## config.mk

```make
export PLATFORM = sky130hd
export DESIGN_NAME = gb_ppu_timing
export DESIGN_NICKNAME = d
export VERILOG_FILES = /design/src/rtl/gb_ppu_timing.sv
export SDC_FILE = /design/constraint.sdc
export NUM_CORES = 1
export LEC_CHECK = 0
export BUFFER_PORTS_ARGS = -buffer_cell sky130_fd_sc_hd__buf_4
export CAP_MARGIN = 10
export CORE_UTILIZATION = 52
export CTS_BUF_LIST = sky130_fd_sc_hd__clkbuf_4 sky130_fd_sc_hd__clkbuf_8 sky130_fd_sc_hd__clkbuf_16
export DETAILED_ROUTE_END_ITERATION = 16
export GPL_TIMING_DRIVEN = 0
export PLACE_DENSITY = 0.77
export REMOVE_ABC_BUFFERS = 1
export SYNTH_ARGS = -nofsm -noshare
export SYNTH_HDL_FRONTEND = slang
export SYNTH_SLANG_ARGS = --single-unit
```

## constraint.sdc

```tcl
create_clock -name clk -period 2.7 [get_ports clk]
set_input_delay 0.54 -clock clk [delete_from_list [all_inputs] [get_ports clk]]
set_output_delay 0.54 -clock clk [all_outputs]
set_load 0.01 [all_outputs]
```

## src/rtl/gb_ppu_timing.sv

```systemverilog
// DMG PPU dot/line timing generator: scanline position, PPU mode, LYC compare
// and the STAT / VBlank interrupt pulses, one dot per clk.
module gb_ppu_timing #(
    parameter int unsigned DOTS_PER_LINE = 456,
    parameter int unsigned OAM_SCAN_DOTS = 80,
    parameter int unsigned DRAW_END_MAX  = 369,
    parameter int unsigned VISIBLE_LINES = 144,
    parameter int unsigned TOTAL_LINES   = 154
) (
    input  logic       clk,
    input  logic       reset,
    input  logic       lcd_enable,
    input  logic       draw_done,
    input  logic [7:0] lyc,
    input  logic [3:0] stat_irq_en,
    output logic [7:0] ly,
    output logic [8:0] dot,
    output logic [1:0] ppu_mode,
    output logic       lyc_eq,
    output logic       line_start,
    output logic       stat_irq,
    output logic       vblank_irq
);

    typedef enum logic [1:0] {
        MODE_HBLANK = 2'd0,
        MODE_VBLANK = 2'd1,
        MODE_OAM    = 2'd2,
        MODE_DRAW   = 2'd3
    } mode_e;

    localparam logic [8:0] DOT_LAST  = 9'(DOTS_PER_LINE - 1);
    localparam logic [8:0] DOT_OAM   = 9'(OAM_SCAN_DOTS);
    localparam logic [8:0] DOT_DRAWN = 9'(DRAW_END_MAX);
    localparam logic [7:0] LY_VIS    = 8'(VISIBLE_LINES);
    localparam logic [7:0] LY_VBL    = 8'(VISIBLE_LINES - 1);
    localparam logic [7:0] LY_LAST   = 8'(TOTAL_LINES - 1);

    logic [8:0] dot_q, dot_d;
    logic [7:0] ly_q, ly_d;
    mode_e      mode_q, mode_d;
    logic       lcd_en_q;
    logic       stat_line_q, stat_line_d;
    logic       line_start_q, line_start_d;
    logic       stat_irq_q, stat_irq_d;
    logic       vblank_irq_q, vblank_irq_d;
    logic       running_s;
    logic       lyc_eq_next_s;

    // Counting only continues once the enable has been seen for a full cycle;
    // the enable edge itself restarts the frame at line 0, dot 0.
    assign running_s = lcd_enable & lcd_en_q;

    // Dot and line counters.
    always_comb begin
        dot_d = 9'd0;
        ly_d  = 8'd0;
        if (!running_s) begin
            dot_d = 9'd0;
            ly_d  = 8'd0;
        end else if (dot_q == DOT_LAST) begin
            dot_d = 9'd0;
            if (ly_q == LY_LAST) begin
                ly_d = 8'd0;
            end else begin
                ly_d = ly_q + 8'd1;
            end
        end else begin
            dot_d = dot_q + 9'd1;
            ly_d  = ly_q;
        end
    end

    // Mode FSM next state, decided from the next-state dot/line position.
    always_comb begin
        mode_d = MODE_HBLANK;
        if (!lcd_enable) begin
            mode_d = MODE_HBLANK;
        end else if (ly_d >= LY_VIS) begin
            mode_d = MODE_VBLANK;
        end else if (dot_d < DOT_OAM) begin
            mode_d = MODE_OAM;
        end else if (dot_d == DOT_OAM) begin
            mode_d = MODE_DRAW;
        end else begin
            case (mode_q)
                MODE_DRAW: begin
                    if (draw_done || (dot_d == DOT_DRAWN)) begin
                        mode_d = MODE_HBLANK;
                    end else begin
                        mode_d = MODE_DRAW;
                    end
                end
                MODE_HBLANK: mode_d = MODE_HBLANK;
                default:     mode_d = MODE_HBLANK;
            endcase
        end
    end

    // STAT line and pulse generation; only 0->1 transitions of the line fire.
    always_comb begin
        lyc_eq_next_s = (ly_d == lyc);
        stat_line_d   = 1'b0;
        if (lcd_enable) begin
            stat_line_d = (stat_irq_en[3] & lyc_eq_next_s)
                        | (stat_irq_en[2] & (mode_d == MODE_OAM))
                        | (stat_irq_en[1] & (mode_d == MODE_VBLANK))
                        | (stat_irq_en[0] & (mode_d == MODE_HBLANK));
        end else begin
            stat_line_d = 1'b0;
        end
        stat_irq_d   = stat_line_d & ~stat_line_q;
        vblank_irq_d = running_s & (dot_q == DOT_LAST) & (ly_q == LY_VBL);
        line_start_d = lcd_enable & (dot_d == 9'd0);
    end

    // State and output registers.
    always_ff @(posedge clk) begin
        if (reset) begin
            dot_q        <= 9'd0;
            ly_q         <= 8'd0;
            mode_q       <= MODE_HBLANK;
            lcd_en_q     <= 1'b0;
            stat_line_q  <= 1'b0;
            line_start_q <= 1'b0;
            stat_irq_q   <= 1'b0;
            vblank_irq_q <= 1'b0;
        end else begin
            dot_q        <= dot_d;
            ly_q         <= ly_d;
            mode_q       <= mode_d;
            lcd_en_q     <= lcd_enable;
            stat_line_q  <= stat_line_d;
            line_start_q <= line_start_d;
            stat_irq_q   <= stat_irq_d;
            vblank_irq_q <= vblank_irq_d;
        end
    end

    assign ly         = ly_q;
    assign dot        = dot_q;
    assign ppu_mode   = mode_q;
    assign lyc_eq     = (ly_q == lyc);
    assign line_start = line_start_q;
    assign stat_irq   = stat_irq_q;
    assign vblank_irq = vblank_irq_q;

endmodule

```

After elaboration in Yosys (flattened, before gate mapping)
Index checks and enable logic that the tools add are counted.
Widths: inputs -> output; s select.
{"block": "totals", "ff_bits": 24, "output_inout_bits": 23, "input_bits": 16}
{"block": "classes", "muxes": 12, "n_addsub": 2, "n_eq_ne": 10, "magnitude_cmp": 2, "n_reduce_logical": 3, "bitwise": 13}
{"cell": "$mux 8", "n": 3}
{"cell": "$eq 9x9->1 const B", "n": 2}
{"cell": "$mux 9", "n": 2}
{"cell": "$eq 8x8->1", "n": 2}
{"cell": "$eq 8x8->1 const B", "n": 2}
{"cell": "$mux 2", "n": 6}
{"cell": "$add 9x1->9 const B", "n": 1}
{"cell": "$and 1x1->1", "n": 9}
{"cell": "$eq 9x7->1 const B", "n": 1}
{"cell": "$logic_not 9->1", "n": 1}
{"cell": "$lt 9x7->1 const B", "n": 1}
{"cell": "$add 8x1->8 const B", "n": 1}
{"cell": "$ge 8x8->1 const B", "n": 1}
{"cell": "$eq 2x2->1 const B", "n": 2}
{"cell": "$or 1x1->1", "n": 3}
{"cell": "$eq 2x1->1 const B", "n": 1}
{"cell": "$logic_not 2->1", "n": 1}
{"cell": "$logic_or 1x1->1", "n": 1}
{"cell": "$mux 1", "n": 1}
{"cell": "$not 1->1", "n": 1}

Longest topological paths before layout
Gate-level depths: netlist of the first run.
{"block": "logic_depth", "ltp_word": 18, "ltp_mapped": 9, "depth_no_buf": 9}

Worst setup path before layout of the first run
Ideal clock, no wire load.
{"block": "synth_path", "kind": "flip-flop to flip-flop", "startpoint": "reg dot_q[1], in the netlist dot[1]", "endpoint": "reg stat_irq_q, in the netlist stat_irq", "setup_time_ps": 79, "path_slack_ps": 159, "path_buffers": 0, "required_ps": 2621, "stages_incl_launch_ff": 9, "period_less_slack_ps": 2541, "arrival_ps": 2461, "cell_sequence": "dfxtp_1 -> ha_1 -> and4_1 -> a31oi_1 -> a2111oi_0 -> a211oi_1 -> nor4b_1 -> o21ai_2 -> a211oi_2"}
{"block": "synth_via", "elab_chain_len": 18, "word_cells_on_any_way": 30, "cone_classes": "add/sub: 1; order compare: 2; eq/ne: 6; mux: 11; bitwise: 8; reduce/logical: 2"}
{"element": "from (decl)", "line_no": "39", "rtl": "logic [8:0] dot_q, dot_d;"}
{"element": "from (signal assigned)", "line_no": "129", "rtl": "dot_q <= dot_d;"}
{"element": "$add 9x1->9 / $eq 9x9->1 (equally long branches)", "line_no": "69, 61"}
{"element": "$mux 9", "line_no": "61", "rtl": "end else if (dot_q == DOT_LAST) begin"}
{"element": "$mux 9", "line_no": "58", "rtl": "if (!running_s) begin"}
{"element": "$eq 9x9->1", "line_no": "88", "rtl": "if (draw_done || (dot_d == DOT_DRAWN)) begin"}
{"element": "$logic_or 1x1->1", "line_no": "88"}
{"element": "$mux 2", "line_no": "88"}
{"element": "$mux 2", "line_no": "86", "rtl": "case (mode_q)"}
{"element": "$mux 2", "line_no": "83", "rtl": "end else if (dot_d == DOT_OAM) begin"}
{"element": "[... 2 more ...]"}
{"element": "$mux 2", "line_no": "77", "rtl": "if (!lcd_enable) begin"}
{"element": "$eq 2x2->1", "line_no": "106", "rtl": "| (stat_irq_en[2] & (mode_d == MODE_OAM))"}
{"element": "$and 1x1->1", "line_no": "106"}
{"element": "$or 1x1->1", "line_no": "106"}
{"element": "$or 1x1->1", "line_no": "107", "rtl": "| (stat_irq_en[1] & (mode_d == MODE_VBLANK))"}
{"element": "$or 1x1->1 *", "line_no": "108", "rtl": "| (stat_irq_en[0] & (mode_d == MODE_HBLANK));"}
{"element": "$mux 1 *", "line_no": "104", "rtl": "if (lcd_enable) begin"}
{"element": "$and 1x1->1 *", "line_no": "112", "rtl": "stat_irq_d = stat_line_d & ~stat_line_q;"}
{"element": "to (signal assigned)", "line_no": "135", "rtl": "stat_irq_q <= stat_irq_d;"}
{"element": "to (decl)", "line_no": "45", "rtl": "logic stat_irq_q, stat_irq_d;"}
Every way passes the cells marked *; elsewhere a longest branch is shown, timed or not.
A chain may end at the register's enable or synchronous reset.

Worst setup path after layout of the first run
{"block": "layout_path", "startpoint": "reg dot_q[4], in the netlist dot[4]", "endpoint": "reg stat_irq_q, in the netlist stat_irq"}
Same word-level chain as after synthesis.

==> impl_results.md, run 1 <==
* Post-synth EDFFs at 0
* Die X at 60.8 um
* CTS Hold Bufs at 0
* Worst-path clk slew at 120 ps
* Worst Hold End: stat_irq
* Routed wire length at 4780 um
* Clk sink count at 24
* Final Hold Slack at 417 ps
* Worst-Skew Late Latency at 310 ps
* Crit path DAT at 2790 ps
* DRT Pass-1 Iters at 4
* Tightest Pin Transition at 548 ps
* Inserted Clock Buffers at 3
* CP Capture Type: flip-flop
* Leak at 0.000831 uW
* Final hold vios at 0
* Max-capacitance violation count at 0
* Ys flop type: dfxtp_1
* First-pass GRT wire length at 7120 um
* Avg Inst Size Synth at 8.41 sq um
* Root Driver: clkbuf_4
* Die Span Y at 60.8 um
* HP Class: flip-flop to flip-flop
* Vias at 1828
* Worst Path Required at 2940 ps
* Post-synthesis sequential area ratio at 26.7%
* Post-route setup slack at 151 ps
* Crit-path cells: or4b_4 > nor4_4 > xnor2_1 > a21oi_1 > o311ai_1 > o2111ai_1 > a211oi_2
* Nets at 272
* Largest net degree at the start of global routing at 14
* Post-synth top area cell: dfxtp_1
* Synth top area cells: dfxtp_1 27%, xnor2_1 6.3%, nor2_1 4.0%, a21oi_1 3.6%, nand2_1 2.7%
* Fin crit share at 94.4%
* Fin util at 67.2%
* Fmax at 0.392 GHz
* Fin Clk Skew at 9.94 ps
* Initial DRC count at 223
* Max Slew Vio Count at 0
* Yosys warning total at 0
* Worst reg2reg path depth at 7
* Finish-stage setup viols at 0
* Worst hold path startpoint: stat_line_q
* Antenna-violating nets left at 0
* DP Worst Slack at -284 ps
* Fillers at 307
* Relative slew slack at 63.4%
* RePlAce Congestion at 0.933
* Post-route minimum period at 2550 ps
* Post-Syn Area at 0.00180 sq mm
* CP top delay family: simple AND/OR/NAND/NOR gates
* Setup crit start kind: flip-flop
* Syn Inst Count at 214
* CTS max path bufs at 2
* Ant diodes at 0
* Avg WL per Cell at 16.1 um
* Vias in the first global route at 1482
* CP max stage delay at 640 ps
* Max VDD drop at 0.213 mV
* I/O Buffers at 38
* Ys async rst share at 0%
* Synth top area share at 26.7%
* Worst reg-to-reg setup slack at 150 ps
* Synth-to-Final Area Change at 24.5%
* Area of the core at 0.00334 sq mm
* Layout cells sized above 1 at 29.9%
* Post-route DRC at 0
* Initial antenna violation count at 0
* R2r startpoint: dot[4]
* GRT Overall Usage at 25.6%
* Grt total ovfl at 0
* Synth Register Bits at 24
* Worst R2R End: stat_irq
* IO Pins at 39
* Hold depth at 1
* Starting Density at 54.0%
* Max FO, Critical Path at 11
* CTS tree: built
* DP HPWL at 3280 um
* Status: finished clean
* Vias per Instance at 6.15
* Power Density at 261 mW/mm^2
* Die ar. at 0.00370 sq mm
* Setup TNS at 0 ps
* CP bufs+invs at 0
* H-tree depth at 1
* Core Rows at 21
* CP max stage cell: or4b_4
* Worst setup path class: flip-flop to flip-flop
* Synth unique cells at 56
synthesized netlist by cell type (5+ instances only):
cell	instances
dfxtp_1	24
nor2_1	19
a21oi_1	13
nand2_1	13
xnor2_1	13
nand3_1	8
nor3_1	7
o21ai_0	6
o31ai_1	6
a211oi_1	5
clkbuf_1	5
nand4_1	5
nand4b_1	5
nor4_1	5
how the worst max path moves through the flow:
stage	endpoint	slack [ps]	cells past startpoint	from
floorplan	stat_irq	110	8	dot[0]
global placement	stat_irq	-330	8	dot[0]
detailed placement	stat_irq	-280	8	dot[0]
CTS	stat_irq	40	7	dot[3]
global route	stat_irq	-20	8	dot[0]
finish	stat_irq	150	7	dot[4]
power by group:
group,leakage (uW),internal (uW),switching (uW),total [uW]
Sequential,0.000197,358,2.52,361
Clock,0.0000138,52.1,102,155
Combinational,0.000620,36.2,34.1,70.4
Total,0.000831,446,139,586
registers in the layout, indices dropped and copies added (netlist names):
name	flops
vblank_irq	1
stat_line_q	1
ppu_mode	2
stat_irq	1
ly	8
line_start	1
lcd_en_q	1
dot	9
cells by family (layout without fill, tap and decap cells):
logic type / after synthesis / after routing / share of synthesized area (%)
AO/OA/AOI/OAI: 53 / 53 / 20.9
XOR/XNOR: 19 / 19 / 10.8
adder cells (fa/ha/maj): 3 / 3 / 2.09
buffers and inverters: 15 / 50 / 4.38
flip-flops: 24 / 24 / 26.7
multiplexers: 2 / 2 / 1.11
AND/OR/NAND/NOR: 98 / 100 / 34.1
layout make-up:
type / count / area, sq um / share of cell area [%]
multi-input combinational: 177 / 1340 / 59.6
sequential: 24 / 488 / 21.8
timing repair buffer: 43 / 323 / 14.4
tap: 46 / 57.6 / 2.57
clock buffer: 3 / 22.5 / 1.01
inverter: 4 / 15.0 / 0.670
layout by cell type, fill, tap and decap left out, drive strengths merged, types with 2 or more instances in the layout:
cell type	instances
a2111oi	2
a211oi	6
a21o	2
a21oi	13
a31oi	4
and2	4
and3	2
buf	43
clkbuf	3
dfxtp	24
ha	3
inv	4
mux2i	2
nand2	13
nand2b	4
nand3	8
nand3b	3
nand4	7
nand4b	5
nor2	19
nor2b	4
nor3	7
nor3b	3
nor4	8
nor4b	3
o21ai	8
o311ai	4
o31ai	6
or3	2
or3b	2
or4b	2
xnor2	13
xnor3	2
xor2	4
what timing repair did:
action                     4_1_cts  5_1_grt
resized for setup                6       13
setup endpoints to repair        4        4
setup buffers                    0        5
gates cloned                     0        2
pin swaps                        0        2
metal layers:
layer | share of wire (%) | wire (um) | vias to the layer above | global-route usage, %
met4 | 0.40 | 19 | 0 | 7.79
met2 | 49 | 2330 | 77 | 41.8
met1 | 44 | 2110 | 860 | 35.1
li1 | - | - | 889 | -
met5 | 0 | 0 | - | 0
met3 | 6.7 | 318 | 2 | 3.62
per-stage QoR:
step / power (uW) / cells / cell area (sq um)
after floorplan: 401 / 203 / 1740
after global placement: 436 / 287 / 2080
after detailed placement: 437 / 287 / 2080
after CTS: 592 / 290 / 2120
after global routing: 612 / 297 / 2240
final: 586 / 297 / 2240
No activity file was read; power rests on OpenSTA's default activity.
==> run 2, diff against run 1 <==
Settings changed: CORE_UTILIZATION 52 to 32, PLACE_DENSITY 0.77 to unset.
==> run 2 against run 1 <==
Cell count grew 7.7%. Final area grew 3.4%. Flip-flop and latch count is the same. Sequential power is essentially flat. Critical endpoint unchanged. Largest power group unchanged.
==> impl_results.md, run 2 (synthesized netlist as in run 1, its figures left out) <==
* CTS Hold Bufs at 0
* Die X at 77.0 um
* Grt total ovfl at 0
* Clk sink count at 24
* Worst hold path startpoint: stat_line_q
* CTS tree: built
* Commonest cells after routing, fill and taps aside: 41 x buf_4, 19 x nor2_1, 18 x dfxtp_1
* Met3 usage at 2.26%
* Vias at 1841
* Post-route DRC at 0
* Leak at 0.000842 uW
* Setup crit start kind: flip-flop
* Power Density at 325 mW/mm^2
* GRT Overall Usage at 16.2%
* First-pass GRT wire length at 7890 um
* Max Slew Vio Count at 0
* GRT Max-Usage Layer: met2
* Met2 usage at 24.9%
* Finish-stage setup viols at 0
* Crit path DAT at 2720 ps
* Tot Pwr at 752 uW
* Post-route minimum period at 2560 ps
* Sequential share of power at 47.9%
* Setup crit end: stat_irq
* Fin crit share at 94.9%
* Worst setup path class: flip-flop to flip-flop
* HP Class: flip-flop to flip-flop
* Initial DRC count at 227
* Fmax at 0.390 GHz
* DRT Pass-1 Iters at 4
* Layout cells sized above 1 at 30.0%
* Final hold vios at 0
* Routed wire length at 5120 um
* Fillers at 547
* Area of the core at 0.00527 sq mm
* Worst R2R End: stat_irq
* CP Launch Point: dot[0]
* GR Util met1 at 23.9%
* Nets at 270
* CTS max path bufs at 2
* Die Span Y at 77.0 um
* Worst Path Required at 2860 ps
* Core Rows at 26
* Root Driver: clkbuf_8
* Max-capacitance violation count at 0
* Starting Density at 34.2%
* Inserted Clock Buffers at 3
* Commonest non-fill, non-tap cell in the layout: buf_4
* Vias per Instance at 5.75
* Tightest Pin Transition at 503 ps
* Internal at 592 uW
* Synth-to-Final Area Change at 28.7%
* Worst-path clk slew at 90 ps
* I/O Buffers at 38
* Antenna-violating nets left at 0
* Worst-Skew Late Latency at 270 ps
* Vias in the first global route at 1575
* Switching Share at 21.3%
* IO Pins at 39
* RePlAce Congestion at 0.843
* Fin Clk Skew at 4.16 ps
* CP Capture Type: flip-flop
* P_sw at 160 uW
* Comb pwr share at 9.3%
* Worst reg-to-reg setup slack at 140 ps
* Largest net degree at the start of global routing at 15
* Ant diodes at 0
* R2r startpoint: dot[0]
* Relative slew slack at 66.5%
* Clock share of power at 42.8%
* Die ar. at 0.00593 sq mm
* Max FFs per register at 9
* H-tree depth at 1
* Avg WL per Cell at 16.0 um
* Worst reg2reg path depth at 8
* Max FO, Critical Path at 10
* Max VDD drop at 0.239 mV
* Status: finished clean
* Initial antenna violation count at 0
* Fin util at 44.0%
* DP HPWL at 3580 um
==> run 2: cell types whose count changed in the layout (fill, tap and decap cells not counted), moves of 2 or more <==
cell	change
buf_4	-2
clkbuf_4	-3
xnor2_2	+2
xnor2_1	-2
clkbuf_8	+3
==> run 2: power by group through the flow <==
stage	sequential, uW	combinational (uW)	clock (uW)
6_report	360	70.3	322
5_1_grt	361	76.4	340
4_1_cts	360	70.1	326
3_5_place_dp	368	69.4	0
3_3_place_gp	369	69.0	0
2_1_floorplan	370	31.3	0
==> run 2: routing by layer <==
| layer | wire length [um] | vias to the layer above |
|---|---|---|
| li1 | - | 888 |
| met1 | 2400 | 866 |
| met2 | 2330 | 76 |
| met3 | 294 | 11 |
| met4 | 90 | 0 |
| met5 | 0 | - |
==> run 2: critical path, stage by stage, from the launching register on <==
cell	delay, ps
dfxtp_2	430
ha_2	320
nand3_1	160
xor2_1	240
or3b_2	500
nor4b_2	420
nor4b_2	110
o21ai_2	180
a211oi_2	80
==> run 2: worst min path at each step <==
| stage | end | slack (ps) | cells past startpoint |
|---|---|---|---|
| floorplan | stat_irq | 390 | 1 |
| global placement | stat_irq | 400 | 1 |
| detailed placement | stat_irq | 400 | 1 |
| CTS | stat_irq | 410 | 1 |
| global route | stat_irq | 440 | 1 |
| finish | stat_irq | 410 | 1 |
==> run 2: layout make-up <==
type,count,area (sq um),area share (%)
Multi-Input combinational cell,177,1350,58.2
Sequential cell,24,488,21.1
Timing Repair Buffer,41,308,13.3
Tap cell,70,87.6,3.78
Clock buffer,3,41.3,1.78
Clock inverter,1,30.0,1.30
Inverter,4,15.0,0.648
==> run 2: per-stage QoR <==
| step | TNS [ps] | hold slack [ps] | std cells | instance area (sq um) | worst slack, ps |
|---|---|---|---|---|---|
| 3_5_place_dp | -999 | 399 | 311 | 2110 | -435 |
| 3_3_place_gp | -1080 | 399 | 311 | 2110 | -473 |
| 2_1_floorplan | 0 | 391 | 203 | 1740 | 113 |
| 4_1_cts | 0 | 414 | 315 | 2200 | 3.16 |
| 6_report | 0 | 413 | 320 | 2320 | 138 |
| 5_1_grt | -23.9 | 441 | 320 | 2320 | -23.9 |
==> run 2: repair_timing <==
| item | 4_1_cts | 5_1_grt |
|---|---|---|
| cloned | 0 | 2 |
| buffers inserted | 0 | 3 |
| endpoints found under the setup margin | 4 | 2 |
| pin swaps | 0 | 3 |
| gates resized for setup | 6 | 14 |
